File: config.mk
export PLATFORM = sky130hd
export DESIGN_NAME = mmu_seq
export DESIGN_NICKNAME = d
export VERILOG_FILES = /design/src/rtl/mmu_pkg.sv /design/src/rtl/mmu_wdog.sv /design/src/rtl/mmu_seq.sv
export SDC_FILE = /design/constraint.sdc
export NUM_CORES = 1
export LEC_CHECK = 0
export CORE_MARGIN = 3
export CORE_UTILIZATION = 55
export CTS_BUF_LIST = sky130_fd_sc_hd__clkbuf_4 sky130_fd_sc_hd__clkbuf_8
export CTS_CLUSTER_SIZE = 30
export DETAILED_ROUTE_END_ITERATION = 10
export GPL_TIMING_DRIVEN = 0
export HOLD_SLACK_MARGIN = 0.08
export PLACE_DENSITY = 0.88
export SETUP_SLACK_MARGIN = 0.05
export SYNTH_ARGS = -nofsm -noshare
export SYNTH_HDL_FRONTEND = slang
export SYNTH_SLANG_ARGS = --single-unit
File: constraint.sdc
create_clock -name clk -period 3.8 [get_ports clk]
set_input_delay 0.76 -clock clk [delete_from_list [all_inputs] [get_ports clk]]
set_output_delay 0.76 -clock clk [all_outputs]
set_load 0.05 [all_outputs]
File: src/rtl/mmu_pkg.sv
// Shared op/error encodings for the mmu command sequencer.
package mmu_pkg;
  localparam int OP_W  = 2;
  localparam int ERR_W = 2;

  typedef enum logic [OP_W-1:0] {
    OP_NOP  = 2'd0,
    OP_LOAD = 2'd1,
    OP_SWAP = 2'd2,
    OP_MULT = 2'd3
  } mmu_op_t;

  typedef enum logic [ERR_W-1:0] {
    ERR_NONE      = 2'd0,
    ERR_NO_STAGED = 2'd1,
    ERR_NO_ACTIVE = 2'd2,
    ERR_TIMEOUT   = 2'd3
  } mmu_err_t;
endpackage

File: src/rtl/mmu_wdog.sv
// Wait-state watchdog: counts cycles spent in the current wait state.
// Latency: expired is combinational from the count; count updates each clock.
// Backpressure: none; clear restarts the count on every state change.
module mmu_wdog #(
  parameter int TIMEOUT_CYCLES = 1024,
  parameter int CNT_W          = $clog2(TIMEOUT_CYCLES + 1)
) (
  input  logic clk,
  input  logic rst_n,
  input  logic clear,
  input  logic enable,
  output logic expired
);
  logic [CNT_W-1:0] r_cnt;

  always_ff @(posedge clk or negedge rst_n) begin
    if (!rst_n) begin
      r_cnt <= '0;
    end else if (clear) begin
      r_cnt <= '0;
    end else if (enable) begin
      r_cnt <= r_cnt + 1'b1;
    end
  end

  // The current cycle counts too: the wait state ends on its TIMEOUT_CYCLES-th cycle.
  assign expired = enable && (r_cnt == CNT_W'(TIMEOUT_CYCLES - 1));
endmodule

File: src/rtl/mmu_seq.sv
// Command sequencer for the systolic mmu: LOAD/SWAP/MULT ops to ordered one-cycle controls.
// Latency: SWAP pulse 1 cycle after accept; LOAD/MULT follow mmu handshakes.
// Backpressure: cmd_ready only when idle; result held while consumer stalls (no timeout).
module mmu_seq
  import mmu_pkg::*;
#(
  parameter int TIMEOUT_CYCLES = 1024,
  parameter int CNT_W          = $clog2(TIMEOUT_CYCLES + 1)
) (
  input  logic       clk,
  input  logic       rst_n,
  input  logic       cmd_valid,
  input  logic [1:0] cmd_op,
  output logic       cmd_ready,
  input  logic       weight_ld_rdy,
  output logic       weight_ld_start,
  output logic       weight_swap,
  input  logic       mult_rdy,
  output logic       mult_run,
  input  logic       acc_out_rdy,
  output logic       acc_out_pop,
  output logic       res_valid,
  input  logic       res_ready,
  output logic       busy,
  output logic       err,
  output logic [1:0] err_code,
  input  logic       err_clr
);
  typedef enum logic [3:0] {
    S_IDLE, S_LD_WAIT, S_LD_GO, S_LD_BUSY, S_SWAP,
    S_MUL_WAIT, S_MUL_GO, S_MUL_BUSY, S_RESULT
  } state_t;

  state_t   r_state, w_next;
  logic     r_staged_v, r_active_v, r_ld_low, r_err;
  mmu_err_t r_err_code, w_err_code;
  logic     w_accept, w_err_set, w_set_staged, w_clr_staged;
  logic     w_wd_en, w_wd_clr, w_wd_exp;

  assign w_accept  = cmd_valid && cmd_ready;
  assign w_wd_en   = r_state inside {S_LD_WAIT, S_LD_BUSY, S_MUL_WAIT, S_MUL_BUSY};
  assign w_wd_clr  = (w_next != r_state);
  assign cmd_ready = (r_state == S_IDLE);
  assign busy      = (r_state != S_IDLE);
  assign err       = r_err;
  assign err_code  = r_err_code;

  mmu_wdog #(.TIMEOUT_CYCLES(TIMEOUT_CYCLES), .CNT_W(CNT_W)) u_wdog (
    .clk     (clk),
    .rst_n   (rst_n),
    .clear   (w_wd_clr),
    .enable  (w_wd_en),
    .expired (w_wd_exp)
  );

  always_comb begin
    w_next          = r_state;
    w_err_set       = 1'b0;
    w_err_code      = ERR_NONE;
    w_set_staged    = 1'b0;
    w_clr_staged    = 1'b0;
    weight_ld_start = 1'b0;
    weight_swap     = 1'b0;
    mult_run        = 1'b0;
    res_valid       = 1'b0;
    acc_out_pop     = 1'b0;
    unique case (r_state)
      S_IDLE: begin
        if (w_accept) begin
          case (cmd_op)
            OP_LOAD: w_next = S_LD_WAIT;
            OP_SWAP: begin
              if (r_staged_v) w_next = S_SWAP;
              else begin w_err_set = 1'b1; w_err_code = ERR_NO_STAGED; end
            end
            OP_MULT: begin
              if (r_active_v) w_next = S_MUL_WAIT;
              else begin w_err_set = 1'b1; w_err_code = ERR_NO_ACTIVE; end
            end
            default: ;
          endcase
        end
      end
      S_LD_WAIT: begin
        if (weight_ld_rdy) w_next = S_LD_GO;
        else if (w_wd_exp) begin
          w_next = S_IDLE; w_err_set = 1'b1; w_err_code = ERR_TIMEOUT; w_clr_staged = 1'b1;
        end
      end
      S_LD_GO: begin
        weight_ld_start = 1'b1;
        w_next          = S_LD_BUSY;
      end
      S_LD_BUSY: begin
        // Completion needs the mmu to drop ready and raise it again.
        if (r_ld_low && weight_ld_rdy) begin
          w_next = S_IDLE; w_set_staged = 1'b1;
        end else if (w_wd_exp) begin
          w_next = S_IDLE; w_err_set = 1'b1; w_err_code = ERR_TIMEOUT; w_clr_staged = 1'b1;
        end
      end
      S_SWAP: begin
        weight_swap = 1'b1;
        w_next      = S_IDLE;
      end
      S_MUL_WAIT: begin
        if (mult_rdy) w_next = S_MUL_GO;
        else if (w_wd_exp) begin
          w_next = S_IDLE; w_err_set = 1'b1; w_err_code = ERR_TIMEOUT;
        end
      end
      S_MUL_GO: begin
        mult_run = 1'b1;
        w_next   = S_MUL_BUSY;
      end
      S_MUL_BUSY: begin
        if (acc_out_rdy) w_next = S_RESULT;
        else if (w_wd_exp) begin
          w_next = S_IDLE; w_err_set = 1'b1; w_err_code = ERR_TIMEOUT;
        end
      end
      S_RESULT: begin
        res_valid   = acc_out_rdy;
        acc_out_pop = acc_out_rdy && res_ready;
        if (acc_out_pop) w_next = S_IDLE;
      end
      default: w_next = S_IDLE;
    endcase
  end

  always_ff @(posedge clk or negedge rst_n) begin
    if (!rst_n) begin
      r_state    <= S_IDLE;
      r_staged_v <= 1'b0;
      r_active_v <= 1'b0;
      r_ld_low   <= 1'b0;
      r_err      <= 1'b0;
      r_err_code <= ERR_NONE;
    end else begin
      r_state <= w_next;
      if (w_set_staged) r_staged_v <= 1'b1;
      else if (w_clr_staged || r_state == S_SWAP) r_staged_v <= 1'b0;
      if (r_state == S_SWAP) r_active_v <= 1'b1;
      if (r_state == S_LD_GO) r_ld_low <= 1'b0;
      else if (r_state == S_LD_BUSY && !weight_ld_rdy) r_ld_low <= 1'b1;
      // A new error outranks a same-cycle clear.
      if (w_err_set) begin
        r_err      <= 1'b1;
        r_err_code <= w_err_code;
      end else if (err_clr) begin
        r_err      <= 1'b0;
        r_err_code <= ERR_NONE;
      end
    end
  end
endmodule

# Word level (Yosys, flattened, before mapping)
# Index checks and enable logic that the tools add are counted.
dict set report word_totals {
  inputBits 10
  ff_bits 21
  out_inout_bits 10
  word_cells 84
}
dict set report op_classes {
  mux 49
  reduce_logical 14
  addsub 1
  eq_ne 13
}
# op n
set op_table {}
lappend op_table {{$mux 4} 9}
lappend op_table {{$pmux 4 s8} 1}
lappend op_table {{$mux 1} 22}
lappend op_table {{$mux 11} 2}
lappend op_table {{$mux 2} 9}
lappend op_table {{$eq 4x3->1 const B} 4}
lappend op_table {{$pmux 4 s3} 1}
lappend op_table {{$add 11x1->11 const B} 1}
lappend op_table {{$eq 11x10->1 const B} 1}
lappend op_table {{$pmux 2 s5} 1}
lappend op_table {{$eq 4x2->1 const B} 2}
lappend op_table {{$reduce_bool 2->1} 4}
lappend op_table {{$reduce_bool 4->1} 2}
lappend op_table {{$logic_and 1x1->1} 5}
lappend op_table {{$pmux 1 s5} 1}
lappend op_table {{$eq 2x2->1 const B} 2}
lappend op_table {{$eq 4x1->1 const B} 1}
lappend op_table {{$eq 4x4->1 const B} 1}
lappend op_table {{$logic_not 4->1} 1}
lappend op_table {{$ne 4x4->1} 1}
lappend op_table {{$pmux 1 s2} 2}
lappend op_table {{$pmux 2 s2} 1}
lappend op_table {{$eq 2x1->1 const B} 1}
lappend op_table {{$logic_not 1->1} 1}
lappend op_table {{$logic_or 1x1->1} 1}

# Longest topological paths before layout
# Gate-level depths: netlist of run 1.
dict set report depth {
  word_depth 9
  ltp_mapped 6
}

# Hierarchy
# From an unflattened synthesis of run 1, not the netlist that was laid out.
dict set report unflattened {
  cells_unflattened 134
  hier_area_um2 1287.5
}
# mod n_inst area_per_inst_um2 cells_per_inst seq_area_each_um2
set modules_own_cells {}
lappend modules_own_cells {mmu_seq 1 719.4 78 250.2}
lappend modules_own_cells {mmu_wdog 1 568.0 56 275.3}

# Worst setup path before layout of run 1
# No wires, ideal clock.
dict set report synth_timing {
  path_type {input to output}
  start {in acc_out_rdy}
  end {out acc_out_pop}
  required_ps 3040
  arrival_time_ps 3003
  cell_stages 2
  path_slack_ps 37
  path_cell_list {nor4b_1 and2_1}
}
dict set report synth_between {
  elab_chain_cells 2
}
# element line_no
set synth_lines {}
lappend synth_lines {{start, declared} mmu_seq.sv:20} ;# input logic acc_out_rdy,
lappend synth_lines {{$logic_and 1x1->1} mmu_seq.sv:124} ;# acc_out_pop = acc_out_rdy && res_ready;
lappend synth_lines {{$mux 1} mmu_seq.sv:67} ;# unique case (r_state)
lappend synth_lines {{end, declared} mmu_seq.sv:21} ;# output logic acc_out_pop,
# Every way passes these cells.

# Worst setup path after layout of run 1
# Same ends and word-level chain as after synthesis.

==> results of run 1 <==
[cell usage in the layout, fill, tap and decap left out, types with 2 or more instances in the layout]
cell type,instances
dfrtp_1,21
clkdlybuf4s50_1,19
nor2_1,18
nand2_1,14
nand2b_1,7
o21ai_0,6
nor2b_1,5
nand3_1,5
or2_2,5
xnor2_1,5
nand4_1,4
xor2_1,4
clkbuf_1,3
inv_1,3
a21oi_1,3
nor3b_1,3
nor3_1,3
a21oi_2,3
clkbuf_4,3
nor4_4,2
inv_2,2
mux2_2,2
o22ai_1,2
o2111ai_1,2
o32ai_1,2
and2_1,2
o31ai_1,2
[flip-flops by register name, indices dropped and copies added (netlist names)]
signal	flops
r_ld_low	1
r_staged_v	1
err_code	2
u_wdog.r_cnt	11
r_state	4
r_active_v	1
err	1
[per-layer routing]
| layer | up-vias | GRT usage |
|---|---|---|
| li1 | 570 | - |
| met1 | 555 | 0.240 |
| met2 | 44 | 0.389 |
| met3 | 9 | 0.0374 |
| met4 | 0 | 0.0938 |
| met5 | - | 0 |
[final timing paths]
path,slack [ps],cells after the start,to,from
worst max-delay path,470,4,acc_out_pop,acc_out_rdy
min in group asynchronous,950,1,r_active_v,rst_n
worst min register to register,520,2,err,err
worst min-delay path,520,2,err,err
max in group asynchronous,2280,1,u_wdog.r_cnt[0],rst_n
worst max register to register,1830,6,u_wdog.r_cnt[0],r_state[3]
[area by class of cell]
cell class,count,area (sq um),area share
plain buffers,5,23.8,0.0148
clock buffers,3,22.5,0.0140
clock inverters,1,5.00,0.00312
inverters,5,18.8,0.0117
multi-input cells,115,786,0.489
flip-flops and latches,21,526,0.327
well taps,28,35.0,0.0218
repair buffers,19,190,0.118
[through the flow]
step           worst slack, ps  hold WS (ps)  power (W)  instance area, sq um
3_3_place_gp               537           498   0.000925                  1580
6_report                   465           523    0.00106                  1610
4_1_cts                    465           524    0.00105                  1610
3_5_place_dp               471           497   0.000942                  1580
2_1_floorplan              801           464   0.000782                  1350
5_1_grt                    401           595    0.00113                  1610
[logic make-up (layout without fill, tap and decap cells)]
kind of cell               Yosys count  after routing  synth area share
and+or+nand+nor                     72             72             0.309
xor gates and xnor gates             9              9            0.0585
buffers and inverters               10             33            0.0316
muxes                                2              2            0.0167
DFF                                 21             21             0.390
AOI/OAI and AO/OA                   31             31             0.185
adders and majority gates            1              1           0.00928
[critical path, stage by stage]
cell and delay, ps:
clkdlybuf4s50_1 570, nor4b_2 290, and2_1 160, clkdlybuf4s50_1 790
[power by group through the flow]
stage,logic [W],registers [W],clock network [W]
after global routing,0.000665,0.000340,0.000123
after detailed placement,0.000605,0.000337,0
after floorplan,0.000450,0.000332,0
after global placement,0.000592,0.000333,0
final,0.000610,0.000334,0.000113
after CTS,0.000609,0.000332,0.000112
==> run metrics, run 1 <==
CTS Root Cell=clkbuf_4; clock skew=4.49 ps; met2 routed WL=1.53 mm; cell internal pwr=0.000541 W; Max clock buf depth=2; min Tclk post-route=3330 ps; Die Area=0.00308 sq mm; most frequent cells after synthesis=dfrtp_1, nor2_1, nand2_1, nand2b_1, o21ai_0; vias=1178; largest net degree at the start of global routing=22; Iteration-0 DRC Markers=23; FMAX=300 MHz; Synth Register Bits=21; DP Wirelength=2.34 mm; Netlist cell types=43; CTS tree=done; First-pass DRT Iterations=4; Num Clock Sinks=21; Filler cells=166; Routed WL=3.08 mm; Clock transition at path regs=120 ps; Slew headroom=0.375; asr flop ratio synth=1.00; Final Hold Vio Count=0; setup_tns=0 ps; CP max FO=6; Final setup violation count=0; initial antenna violation count=0; routed len/inst=15.6 microns; Via density=5.98; Comb pwr share=0.577; Cells after Synth=146; syn avg cell area=9.23 sq um; Clock power frac=0.107; top-area cell type share of the netlist area=0.390; Slew Viols, Final=0; P_sw=0.000516 W; Main synth FF type=dfrtp_1; met3 wire length=166 microns; drt drc=0; Cell Area, Synth=0.00135 sq mm; CTS resizes=0; Worst-Margin Slew=935 ps; synthesis-to-finish area growth=19.2%; TritonCTS Buffers=3; min-delay worst type=flop to flop; post-route ant nets=0; core region area=0.00228 sq mm; RSZ-0062 raised after global routing=false; placed insts=193; Initial Util=0.592; crit share post-route=0.878; Inserted Diodes=0; wire length of the first global-routing pass=5.38 mm; Sw Ratio=0.488; CP startpoint kind=input port; Crit Path Category=input port to output pin; status=finished, final reports clean; Total GRT Usage=0.213; EDFF count, synth=0; hold_buf cts=0; Lkg Pwr=0.646 nW; row count=17; Power Dens Cells=658 mW/mm^2; area leader, netlist=dfrtp_1; share of power burned in registers=0.316; maximum vdd ir drop=0.000496 V; most frequent cell after synthesis=dfrtp_1; GR Overflow Total=0; setup bufs post-CTS=0; I/O pins=20; layout cells sized above 1=0.154; sequential fraction of the synthesis area=0.390; Clk Latency, worst-skew pair=320 ps; CP Capture Type=output pin; Non-Filler Instances=197; Die X-Extent=55.5 microns; Die H=55.5 microns; max-cap viol count=0; Yosys Warn Count=0; syn_nets=157; Final Util=0.706; Synth area leaders=dfrtp_1, nor2_1, nand2_1; top sig layer=met4; vias in the first global route=1239; Req. time, crit path=3040 ps; GP Congestion=0.897; I/O Buffers=19; Worst Path Arrival=2570 ps; Layout Nets=181; met1 WL=1.30 mm; number of H-tree levels=1
No activity file was read; power rests on OpenSTA's default activity.
==> inputs of run 2 (changes only) <==
--- a/config.mk
+++ b/config.mk
@@ -10,9 +10,10 @@
 export CTS_BUF_LIST = sky130_fd_sc_hd__clkbuf_4 sky130_fd_sc_hd__clkbuf_8
 export CTS_CLUSTER_SIZE = 30
 export DETAILED_ROUTE_END_ITERATION = 10
+export DONT_BUFFER_PORTS = 1
 export GPL_TIMING_DRIVEN = 0
 export HOLD_SLACK_MARGIN = 0.08
-export PLACE_DENSITY = 0.88
+export PLACE_DENSITY = 0.77
 export SETUP_SLACK_MARGIN = 0.05
 export SYNTH_ARGS = -nofsm -noshare
 export SYNTH_HDL_FRONTEND = slang
==> run 2 against run 1 <==
Net effect: core utilization down 8.0 points; critical endpoint unchanged; fmax down 4.1%; highest routed layer unchanged; sequential cell count unchanged; global-route usage down 0.92 points; die area unchanged; worst hold slack worse by 400 ps; first-iteration DRC count rose to 2.8 times the previous value.
==> run metrics, run 2 (synthesized netlist as in run 1, its figures left out) <==
CTS tree=done; Via density=6.24; Initial Util=0.592; initial antenna violation count=0; layout cells sized above 1=0.180; wire length of the first global-routing pass=5.13 mm; min Tclk post-route=3480 ps; GP Congestion=0.938; post-route ant nets=0; CP Capture Type=output pin; core region area=0.00228 sq mm; Inserted Diodes=0; Req. time, crit path=3040 ps; vias=1110; max-cap viol count=0; RSZ-0062 raised after global routing=false; CTS resizes=0; Crit Path Category=flop to output pin; DP Wirelength=2.23 mm; Worst-Margin Slew=1220 ps; routed len/inst=16.5 microns; CP startpoint kind=flop; Lkg Pwr=0.577 nW; commonest non-fill, non-tap cell in the layout=dfrtp_1; CP Buf/Inv Count=1; clock skew=12.2 ps; vias in the first global route=1115; TritonCTS Buffers=3; Clock transition at path regs=120 ps; Power Dens Cells=705 mW/mm^2; largest net degree at the start of global routing=22; Slew Viols, Final=0; commonest non-fill, non-tap cells in the layout=dfrtp_1, nor2_1, nand2_1; Iteration-0 DRC Markers=64; synthesis-to-finish area growth=5.66%; FMAX=288 MHz; setup_tns=0 ps; Worst path max stage delay=1080 ps; Num Clock Sinks=21; Slew headroom=0.186; I/O pins=20; Final Hold Vio Count=0; GR Overflow Total=0; Routed WL=2.93 mm; hold_buf cts=0; First-pass DRT Iterations=4; setup bufs post-CTS=0; crit share post-route=0.915; Max stage delay cell, worst path=nor4b_2; largest register by flop count=u_wdog.r_cnt; status=finished, final reports clean; row count=17; Die Area=0.00308 sq mm; Final Util=0.626; CP max FO=10; Die H=55.5 microns; number of H-tree levels=1; CP Cell Sequence=clkbuf_1 -> nor4b_2 -> and2_1; Layout Nets=162; Die X-Extent=55.5 microns; Largest register FFs=11; min-delay worst type=input port to async pin; Final setup violation count=0; Worst Path Arrival=2720 ps; drt drc=0; Top delay family on crit path=simple AND/OR/NAND/NOR gates; Clk Latency, worst-skew pair=310 ps; maximum vdd ir drop=0.000455 V; Total GRT Usage=0.204; Max clock buf depth=2; CTS Root Cell=clkbuf_4; I/O Buffers=0
run 2: cell type report:
cell class                 count  area, sq um
multi-input combinational    115          791
buffer                         5         23.8
inverter                       5         18.8
fill                         193          852
sequential                    21          526
tap                           28         35.0
clock buffer                   4         30.0
run 2: worst reg2reg max path, stage by stage (launching register included):
cell and delay [ps]:
dfrtp_1 500, nor4_4 850, inv_2 310, o32ai_1 300, a22o_2 230, o221ai_4 200
nor2_1 170
run 2: metrics by stage:
stage          std cells  total power [W]  setup slack (ps)  hold slack (ps)  area [sq um]
4_1_cts              178          0.00100               313              123          1420
5_1_grt              178          0.00107               174              101          1420
2_1_floorplan        146         0.000782               801              464          1350
3_3_place_gp         174         0.000865               684              465          1390
3_5_place_dp         174         0.000885               660              465          1390
6_report             178          0.00100               323              122          1420
run 2: path summary, 6_finish.rpt:
check / startpoint / to / slack [ps] / cells past startpoint
setup / recovery: r_state[1] / acc_out_pop / 320 / 3
hold / removal: rst_n / u_wdog.r_cnt[7] / 120 / 0
setup reg to reg: r_state[1] / u_wdog.r_cnt[5] / 1210 / 6
hold reg to reg: r_ld_low / r_ld_low / 530 / 2
max in group asynchronous: rst_n / r_staged_v / 3590 / 0
min in group clk: r_ld_low / r_ld_low / 530 / 2
run 2: power by group:
group	switching [W]	internal [W]
Sequential	0.0000790	0.000269
Combinational	0.000356	0.000183
Clock	0.0000691	0.0000481
run 2: layer usage:
layer,vias up,track usage,wire [microns]
met1,540,0.264,1310
met5,-,0,0
met2,33,0.324,1430
met3,4,0.0561,155
li1,533,-,-
met4,0,0.0764,31
